--- src/rtl/imm_decode_skid_ctrl_if.sv ---
// Fetch-to-execute handshake bundle for the decode immediate sequencer.
// slave is the decode block, master is the fetch/execute side.
interface imm_decode_skid_ctrl_if #(
  parameter int XLEN = 32
);
  logic            in_valid_i;
  logic            in_ready_o;
  logic [XLEN-1:0] in_pc_i;
  logic [XLEN-1:0] in_instr_i;
  logic            flush_i;
  logic            out_valid_o;
  logic            out_ready_i;
  logic [XLEN-1:0] out_pc_o;
  logic [XLEN-1:0] out_instr_o;
  logic [XLEN-1:0] out_imm_o;
  logic [XLEN-1:0] out_target_o;
  logic [2:0]      out_type_o;
  logic            out_illegal_o;

  modport slave (
    input  in_valid_i,
    input  in_pc_i,
    input  in_instr_i,
    input  flush_i,
    input  out_ready_i,
    output in_ready_o,
    output out_valid_o,
    output out_pc_o,
    output out_instr_o,
    output out_imm_o,
    output out_target_o,
    output out_type_o,
    output out_illegal_o
  );

  modport master (
    output in_valid_i,
    output in_pc_i,
    output in_instr_i,
    output flush_i,
    output out_ready_i,
    input  in_ready_o,
    input  out_valid_o,
    input  out_pc_o,
    input  out_instr_o,
    input  out_imm_o,
    input  out_target_o,
    input  out_type_o,
    input  out_illegal_o
  );
endinterface

--- src/rtl/imm_decode_skid_ctrl.sv ---
// Decode-stage immediate former with a 2-entry skid FIFO.
// Outputs come straight from entry registers; ready is registered.
module imm_decode_skid_ctrl #(
  parameter int XLEN  = 32,
  parameter int DEPTH = 2
) (
  input logic                   clk_i,
  input logic                   rst_n_i,
  imm_decode_skid_ctrl_if.slave bus
);
  if (DEPTH != 2) begin : g_bad_depth
    $error("imm_decode_skid_ctrl: DEPTH must be 2");
  end

  typedef enum logic [2:0] {
    T_NONE = 3'd0,
    T_I    = 3'd1,
    T_S    = 3'd2,
    T_B    = 3'd3,
    T_U    = 3'd4,
    T_J    = 3'd5
  } imm_type_e;

  typedef struct packed {
    logic [XLEN-1:0] pc;
    logic [XLEN-1:0] instr;
    logic [XLEN-1:0] imm;
    logic [XLEN-1:0] target;
    imm_type_e       typ;
    logic            illegal;
  } ent_t;

  ent_t       ent_q [2];
  ent_t       dec;
  ent_t       head;
  logic       rd_q;
  logic       wr_q;
  logic [1:0] cnt_q;
  logic [1:0] cnt_d;
  logic       rdy_q;
  logic       push;
  logic       pop;
  logic [6:0] op;
  logic [XLEN-1:0] i;
  logic       is_i;
  logic       is_s;
  logic       is_b;
  logic       is_u;
  logic       is_j;

  always_comb begin
    i    = bus.in_instr_i;
    op   = i[6:0];
    is_i = op inside {7'b0000011, 7'b0010011,
                      7'b1100111};
    is_s = (op == 7'b0100011);
    is_b = (op == 7'b1100011);
    is_u = op inside {7'b0110111, 7'b0010111};
    is_j = (op == 7'b1101111);
  end

  always_comb begin
    dec         = '0;
    dec.pc      = bus.in_pc_i;
    dec.instr   = i;
    dec.typ     = T_NONE;
    dec.illegal = 1'b0;
    unique case (1'b1)
      is_i: begin
        dec.imm = {{20{i[31]}}, i[31:20]};
        dec.typ = T_I;
      end
      is_s: begin
        dec.imm = {{20{i[31]}}, i[31:25],
                   i[11:7]};
        dec.typ = T_S;
      end
      is_b: begin
        dec.imm = {{19{i[31]}}, i[31], i[7],
                   i[30:25], i[11:8], 1'b0};
        dec.typ = T_B;
      end
      is_u: begin
        dec.imm = {i[31:12], 12'b0};
        dec.typ = T_U;
      end
      is_j: begin
        dec.imm = {{11{i[31]}}, i[31],
                   i[19:12], i[20],
                   i[30:21], 1'b0};
        dec.typ = T_J;
      end
      default: dec.illegal = 1'b1;
    endcase
    dec.target = dec.pc + dec.imm;
  end

  assign push = bus.in_valid_i & rdy_q
              & ~bus.flush_i;
  assign pop  = (cnt_q != 2'd0)
              & bus.out_ready_i & ~bus.flush_i;

  always_comb begin
    cnt_d = cnt_q + {1'b0, push}
                  - {1'b0, pop};
  end

  always_ff @(posedge clk_i or negedge rst_n_i) begin
    if (!rst_n_i) begin
      for (int k = 0; k < 2; k++) begin
        ent_q[k] <= '0;
      end
      rd_q  <= 1'b0;
      wr_q  <= 1'b0;
      cnt_q <= 2'd0;
      rdy_q <= 1'b1;
    end else if (bus.flush_i) begin
      rd_q  <= 1'b0;
      wr_q  <= 1'b0;
      cnt_q <= 2'd0;
      rdy_q <= 1'b1;
    end else begin
      if (push) begin
        ent_q[wr_q] <= dec;
        wr_q        <= ~wr_q;
      end
      if (pop) begin
        rd_q <= ~rd_q;
      end
      cnt_q <= cnt_d;
      rdy_q <= (cnt_d != 2'd2);
    end
  end

  assign head              = ent_q[rd_q];
  assign bus.in_ready_o    = rdy_q;
  assign bus.out_valid_o   = (cnt_q != 2'd0);
  assign bus.out_pc_o      = head.pc;
  assign bus.out_instr_o   = head.instr;
  assign bus.out_imm_o     = head.imm;
  assign bus.out_target_o  = head.target;
  assign bus.out_type_o    = head.typ;
  assign bus.out_illegal_o = head.illegal;
endmodule

--- src/flat_wrapper.sv ---
// flat-port wrapper written by rule: the top's interface ports become plain ports
module imm_decode_skid_ctrl_flat 
#(
  parameter int XLEN  = 32,
  parameter int DEPTH = 2
)
  (clk_i, rst_n_i, bus_in_valid_i, bus_in_pc_i, bus_in_instr_i, bus_flush_i, bus_out_ready_i, bus_in_ready_o, bus_out_valid_o, bus_out_pc_o, bus_out_instr_o, bus_out_imm_o, bus_out_target_o, bus_out_type_o, bus_out_illegal_o);
  imm_decode_skid_ctrl_if #(.XLEN(XLEN)) bus_i ();
  input logic clk_i;
  input logic rst_n_i;
  input wire logic [$bits(bus_i.in_valid_i)-1:0] bus_in_valid_i;
  input wire logic [$bits(bus_i.in_pc_i)-1:0] bus_in_pc_i;
  input wire logic [$bits(bus_i.in_instr_i)-1:0] bus_in_instr_i;
  input wire logic [$bits(bus_i.flush_i)-1:0] bus_flush_i;
  input wire logic [$bits(bus_i.out_ready_i)-1:0] bus_out_ready_i;
  output wire logic [$bits(bus_i.in_ready_o)-1:0] bus_in_ready_o;
  output wire logic [$bits(bus_i.out_valid_o)-1:0] bus_out_valid_o;
  output wire logic [$bits(bus_i.out_pc_o)-1:0] bus_out_pc_o;
  output wire logic [$bits(bus_i.out_instr_o)-1:0] bus_out_instr_o;
  output wire logic [$bits(bus_i.out_imm_o)-1:0] bus_out_imm_o;
  output wire logic [$bits(bus_i.out_target_o)-1:0] bus_out_target_o;
  output wire logic [$bits(bus_i.out_type_o)-1:0] bus_out_type_o;
  output wire logic [$bits(bus_i.out_illegal_o)-1:0] bus_out_illegal_o;
  assign bus_i.in_valid_i = bus_in_valid_i;
  assign bus_i.in_pc_i = bus_in_pc_i;
  assign bus_i.in_instr_i = bus_in_instr_i;
  assign bus_i.flush_i = bus_flush_i;
  assign bus_i.out_ready_i = bus_out_ready_i;
  assign bus_in_ready_o = bus_i.in_ready_o;
  assign bus_out_valid_o = bus_i.out_valid_o;
  assign bus_out_pc_o = bus_i.out_pc_o;
  assign bus_out_instr_o = bus_i.out_instr_o;
  assign bus_out_imm_o = bus_i.out_imm_o;
  assign bus_out_target_o = bus_i.out_target_o;
  assign bus_out_type_o = bus_i.out_type_o;
  assign bus_out_illegal_o = bus_i.out_illegal_o;
  imm_decode_skid_ctrl #(.XLEN(XLEN), .DEPTH(DEPTH)) u_core (.clk_i(clk_i), .rst_n_i(rst_n_i), .bus(bus_i));
endmodule
--- config.mk ---
export PLATFORM = sky130hd
export DESIGN_NAME = imm_decode_skid_ctrl_flat
export DESIGN_NICKNAME = d
export VERILOG_FILES = /design/src/rtl/imm_decode_skid_ctrl_if.sv /design/src/rtl/imm_decode_skid_ctrl.sv /design/src/flat_wrapper.sv
export SDC_FILE = /design/constraint.sdc
export NUM_CORES = 1
export LEC_CHECK = 0
export CAP_MARGIN = 20
export CORE_ASPECT_RATIO = 0.5
export CORE_UTILIZATION = 39
export CTS_CLUSTER_DIAMETER = 50
export DETAILED_ROUTE_END_ITERATION = 8
export GPL_TIMING_DRIVEN = 0
export PLACE_DENSITY = 0.65
export SYNTH_ARGS = -nofsm -noshare
export SYNTH_HDL_FRONTEND = slang
export SYNTH_SLANG_ARGS = --single-unit
--- constraint.sdc ---
create_clock -name clk_i -period 2.4 [get_ports clk_i]
set_input_delay 0.48 -clock clk_i [delete_from_list [all_inputs] [get_ports clk_i]]
set_output_delay 0.48 -clock clk_i [all_outputs]
set_load 0.03 [all_outputs]
-- Word level (Yosys, flattened, before mapping)
Cells that the tools add are included.
- flip-flop bits (word level): 269
- latch bits: 0
- RAM bits: 0
- bits in read-only memories: 0
- word-level logic and storage cells: 63
- memories kept: 0
- $add $sub $neg: 3
- multiply operators: 0
- div/mod/pow operators: 0
- order comparisons: 3
- equality and inequality tests: 9
- shift-type cells: 0
- mux-type cells: 15
- bitwise operators: 9
- reductions and logical operators: 8
- operators by type and width (operator ; number):
    $mux W132 ; 4
    $bwmux W264 ; 1
    $pmux W32 S5 ; 1
    $demux W132 S1 ; 1
    $add A32 B32 Y32 ; 1
    $eq A7 B7 Y1 const B ; 3
    $pmux W3 S5 ; 1
    $eq A7 B5 Y1 const B ; 2
    $eq A7 B6 Y1 const B ; 2
    $reduce_bool A2 Y1 ; 4
    $eq A7 B2 Y1 const B ; 1
    $mux W1 ; 6
    $reduce_or A5 Y1 ; 1
    $and A1 B1 Y1 ; 4
    $ge A2 B2 Y1 const B ; 2
    $not A1 Y2 ; 2
    $not A1 Y1 ; 3
    $reduce_bool A3 Y1 ; 1
    $add A2 B1 Y2 ; 1
    $lt A2 B1 Y1 const B ; 1
    $mux W2 ; 1
    $ne A2 B2 Y1 const B ; 1
    $reduce_and A2 Y1 ; 1
    $sub A2 B1 Y2 ; 1
    $logic_and A1 B1 Y1 ; 1

-- Logic depth before layout (Yosys ltp)
- depth after elaboration: 6
- mapped depth: 16

-- Worst setup path after synthesis
No wires, ideal clock.
- kind: input port to flip-flop
- start point: input port bus_in_instr_i[3]
- end point: register u_core.ent_q[163] in the netlist's numbering
- setup time: 0.133 ns
- arrival: 3.304 ns
- data required time: 2.267 ns
- setup slack: -1.038 ns
- stages on the path: 14
- cell sequence: clkbuf_1 -> nor2_1 -> and4_1 -> o21a_1 -> a21o_1 -> ha_1 -> buf_2 -> a21oi_2 -> o21ai_0 -> a221o_1 -> a21o_1 -> a221oi_2 -> xor2_1 -> o21ai_0
- RTL lines (what ; line ; source):
    from (decl) ; flat_wrapper.sv:13 ; input wire logic [$bits(bus_i.in_instr_i)-1:0] bus_in_instr_i;
    to (signal, indexed assignment) ; imm_decode_skid_ctrl.sv:111 ; ent_q[k] <= '0;
    to (signal, indexed assignment) ; imm_decode_skid_ctrl.sv:124 ; ent_q[wr_q] <= dec;
    to (decl) ; imm_decode_skid_ctrl.sv:33 ; ent_t ent_q [2];

==> results <==
- The cell seen most often among critical-path stages is sky130_fd_sc_hd__buf_4.
- The number of clock buffers inserted by TritonCTS is 27.
- The later pin in the worst-skew pair is clocked with a latency of 560 ps.
- The I/O pin count is 203.
- The internal power contribution is 0.0122 W.
- Measured on the finished design, the core utilization comes to 59.2%.
- The starting density of the core is 40.2%.
- At the end of routability-driven placement, the weighted congestion stood at 0.858.
- The checks that failed: negative setup slack.
- The first global-routing pass estimated 70700 um of wire.
- Across the routed clock network, the largest skew measured is 8.45 ps.
- The full die area is 35300 um^2.
- The area of the mapped netlist is 13400 um^2.
- The clock net in this run drives a total of 269 sinks.
- The start of the worst register-to-register path is u_core.bus.in_ready_o$_DFF_PN1_.
- In this run the critical register-to-register path is captured at u_core.ent_q[213]$_DFFE_PN0P_.
- The library cell occupying the most area in the post-synthesis netlist is sky130_fd_sc_hd__dfrtp_1.
- The flow ran to the end, but the final reports show violations.
- The distinct cell type count of the synthesized netlist is 54.
- The post-route netlist has 43.7% of its cells at a drive strength greater than 1.
- The post-detailed-route via-to-cell ratio is 5.52.
- At the pin with the least slew margin, the transition time is 759 ps.
- Of all flip-flops after synthesis, the portion carrying an async set or reset was 100%.
- Per report_power, the sequential group accounts for 35.3% of the total.
- The startpoint-to-endpoint class of the critical path is input port to flip-flop.
- Setup violations remaining at the end of the flow were counted as 138.
- By area the synthesized netlist is led by sky130_fd_sc_hd__dfrtp_1 50%, sky130_fd_sc_hd__mux2_2 17%, sky130_fd_sc_hd__nand2_1 9.6%, sky130_fd_sc_hd__o21ai_0 4.7%, sky130_fd_sc_hd__ha_1 3.1%.
- Summed over all nets, the switching power comes to 0.00678 W.
- The share of the clock period used by the worst path is 126%.
- Counting flops with a built-in enable in the synthesized netlist gives 0.
- Measured against its own limit, the worst slew margin works out to 49.4%.
- The clock network burns 23.7% of the power.
- Across all setup checks in the final design, the least slack found is -633 ps.
- The startpoint identified for the worst hold timing path is bus_in_instr_i[4].
- Global routing used 25.9% of the available tracks.
- After synthesis, the most frequently instantiated cells are 343 x sky130_fd_sc_hd__nand2_1, 268 x sky130_fd_sc_hd__dfrtp_1, 197 x sky130_fd_sc_hd__mux2_2.
- The pin count of the biggest net entering global routing is 122.
- The number of endpoints with negative hold slack in the final report is 0.
- The root cell of the clock tree is sky130_fd_sc_hd__clkbuf_16.
- The post-route DRC violation count is 0.
- The total length of routed wires is 46700 um.
- The register-to-register setup slack is 30 ps.
- The net count of the finished layout is 1752.
- The number of port buffers is 200.
- TritonCTS built the clock tree.
- The floorplan has 47 rows.
- For this block, the via count after detailed routing is 11.6k.
- The count of TritonRoute iterations in the first routing pass is 5.
- Hold is met by 161 ps.
- The standard cell core area is 33500 um^2.
- The number of levels in the clock H-tree is 1.
- The worst slack at placement is -2290 ps.
- The via count of the first global-routing pass was 12.0k.
- Along the worst path, the maximum fanout reaches 5.
- Data arrives at the worst endpoint at 3440 ps.
- The required arrival time at the worst endpoint is 2810 ps.
- The most common cell in the synthesized netlist is sky130_fd_sc_hd__nand2_1.
- The first-iteration detailed-routing DRC count is 933.
- The mean post-synth cell area is 10.1 um^2.
- Setup repair after global routing could not meet its margin everywhere.
- No sink is reached through more buffers than the 3 on the longest clock path.
- In this run the power density over the cells is 960 nW/um^2.
- The remaining global-route overflow is 0.
- Clock-pin slew was measured on the worst setup and hold paths at 60 ps.
- In this run the vertical extent of the chip is 133 um.
- The share of total power consumed by net switching is 35.6%.
- Across the VDD grid, the largest voltage drop is 0.488 mV.
- After technology mapping, the gate count stands at 1326.
- In this run the biggest area consumer among cell types represents 49.9% of the synthesized area.
- During synthesis, Yosys emitted a total of 0 warnings.
- For this run, the slowest stage of the critical path takes 400 ps.
- The number of nets still failing antenna checks after routing is 0.
- The setup TNS is -35100 ps.
- The end of the worst hold path is u_core.ent_q[204]$_DFFE_PN0P_.
- The critical path's slowest cell is sky130_fd_sc_hd__a211o_1.
- The path class of the lowest-slack min-delay path is input port to flip-flop.
- The routed design could run at a clock period as short as 3030 ps.
- After synthesis, flip-flops and latches occupy 50.1% of the total area.
- Across the run, the number of max-cap violations was 0.
- The highest attainable clock frequency is 330 MHz.
- In the final routed layout, each cell accounts on average for 22.1 um.
- The worst hold path passes through 3 cells.
- STA classifies the critical path endpoint as a flip-flop.
- The leakage component of the power is 9.27 nW.
- The register bit count reported by yosys is 269.
- The initial antenna violation count is 1.
- The cell depth of the worst flop-to-flop path is 8.
- Walking the worst path, the cells encountered are buf_12, nor2b_4, buf_4, and4_4, a22o_4, ha_1, a211o_1, a211oi_4, buf_4, nor3_4, o22a_2, a21oi_4, xor2_2, o21ai_0.
- The most instantiated flip-flop cell in the synthesis netlist is sky130_fd_sc_hd__dfrtp_1.
- The share of total power dissipated in combinational logic is 41.0%.
- The number of nets handed over by synthesis was 1429.
- The width of the die is 265 um.
- The signed area change from the synthesized netlist to the final layout is 47.3%.
- The half-perimeter wire length after detailed placement is 31900 um.
- STA classifies the critical path startpoint as an input port.
- The final-report max-slew violation count came to 0.
==> metrics by stage <==
step | power, W | cell area, um^2 | cells
after floorplan | 0.0108 | 13700 | 1326
after global placement | 0.0131 | 16200 | 1967
after detailed placement | 0.0134 | 16300 | 1969
after CTS | 0.0186 | 19100 | 2084
after global routing | 0.0199 | 19800 | 2110
final | 0.0190 | 19800 | 2110
==> sequential cells by signal (all words and copies together) (netlist names) <==
register / count
u_core.cnt_q: 2
u_core.ent_q: 264
u_core.rd_q: 1
u_core.wr_q: 1
u_core.bus.in_ready_o: 1
==> final cells by class <==
type / instances / area, um^2
multi-input combinational: 948 / 7990
clock buffer: 36 / 759
fill: 2618 / 13700
buffer: 68 / 527
timing repair buffer: 306 / 2960
clock inverter: 12 / 168
inverter: 29 / 111
sequential: 269 / 6730
antenna: 1 / 2.50
tap: 441 / 552
==> cells by family after synthesis <==
| logic type | count (synthesis) | synth area share, % |
|---|---|---|
| xor+xnor | 33 | 2.15 |
| compound gates | 267 | 12.4 |
| simple gates | 417 | 12.4 |
| mux | 197 | 16.5 |
| fa+ha+maj | 34 | 3.22 |
| flops | 269 | 50.1 |
| buf+inv | 109 | 3.30 |
==> power groups by stage <==
stage	combinational, W	clock [W]	sequential (W)
3_3_place_gp	0.00652	0	0.00661
5_1_grt	0.00826	0.00475	0.00686
6_report	0.00780	0.00451	0.00671
2_1_floorplan	0.00429	0	0.00647
4_1_cts	0.00737	0.00457	0.00666
3_5_place_dp	0.00666	0	0.00671
==> timing repair <==
item                                   in CTS  in global routing
gates cloned                                7                  3
setup endpoints to repair                 335                227
setup buffers                              64                 36
resized for setup                         896                371
hold buffers                                1                  0
pin swaps                                  81                 65
endpoints found under the hold margin      48                  0
==> cell usage in the layout, fill, tap and decap left out, types with 9 or more instances in the layout <==
cell	count
sky130_fd_sc_hd__inv_2	15
sky130_fd_sc_hd__nand2_2	14
sky130_fd_sc_hd__nand2_4	11
sky130_fd_sc_hd__a21o_1	11
sky130_fd_sc_hd__a21oi_2	10
sky130_fd_sc_hd__nor2_1	20
sky130_fd_sc_hd__mux2_2	129
sky130_fd_sc_hd__clkdlybuf4s50_1	55
sky130_fd_sc_hd__ha_4	23
sky130_fd_sc_hd__buf_12	10
sky130_fd_sc_hd__inv_1	13
sky130_fd_sc_hd__buf_4	66
sky130_fd_sc_hd__buf_8	11
sky130_fd_sc_hd__dfrtp_1	267
sky130_fd_sc_hd__buf_2	37
sky130_fd_sc_hd__buf_6	111
sky130_fd_sc_hd__nand2_1	317
sky130_fd_sc_hd__a22o_1	27
sky130_fd_sc_hd__o21ai_2	15
sky130_fd_sc_hd__o21ai_1	53
sky130_fd_sc_hd__xor2_2	9
sky130_fd_sc_hd__o21ai_0	59
sky130_fd_sc_hd__ha_1	9
sky130_fd_sc_hd__mux2_4	68
sky130_fd_sc_hd__a21oi_1	15
sky130_fd_sc_hd__a21oi_4	23
sky130_fd_sc_hd__clkbuf_2	33
sky130_fd_sc_hd__clkbuf_1	33
sky130_fd_sc_hd__clkbuf_16	36
==> layer usage <==
layer | GRT usage (%) | vias up | share of wire (%)
li1 | - | 5229 | -
met1 | 34.9 | 5931 | 43
met2 | 42.9 | 387 | 49
met3 | 4.21 | 92 | 5.5
met4 | 7.88 | 0 | 2.8
met5 | 0 | - | 0
==> worst max-delay path: cells and delay by family <==
family                   cells  cell delay, ps
adder cells (fa/ha/maj)      1             300
buffers and inverters        3             420
XOR/XNOR                     1             230
AO/OA/AOI/OAI                6            1620
AND/OR/NAND/NOR              3             380
==> worst max-delay path by stage <==
stage / start / end / depth (start not counted)
detailed placement: bus_in_instr_i[2] / u_core.ent_q[163]$_DFFE_PN0P_ / 15
CTS: bus_in_instr_i[5] / u_core.ent_q[163]$_DFFE_PN0P_ / 14
global placement: rst_n_i / u_core.ent_q[158]$_DFFE_PN0P_ / 1
global route: bus_in_instr_i[5] / u_core.ent_q[163]$_DFFE_PN0P_ / 15
floorplan: bus_in_instr_i[5] / u_core.ent_q[163]$_DFFE_PN0P_ / 15
finish: bus_in_instr_i[5] / u_core.ent_q[161]$_DFFE_PN0P_ / 14
(Power assumes the default switching activity.)
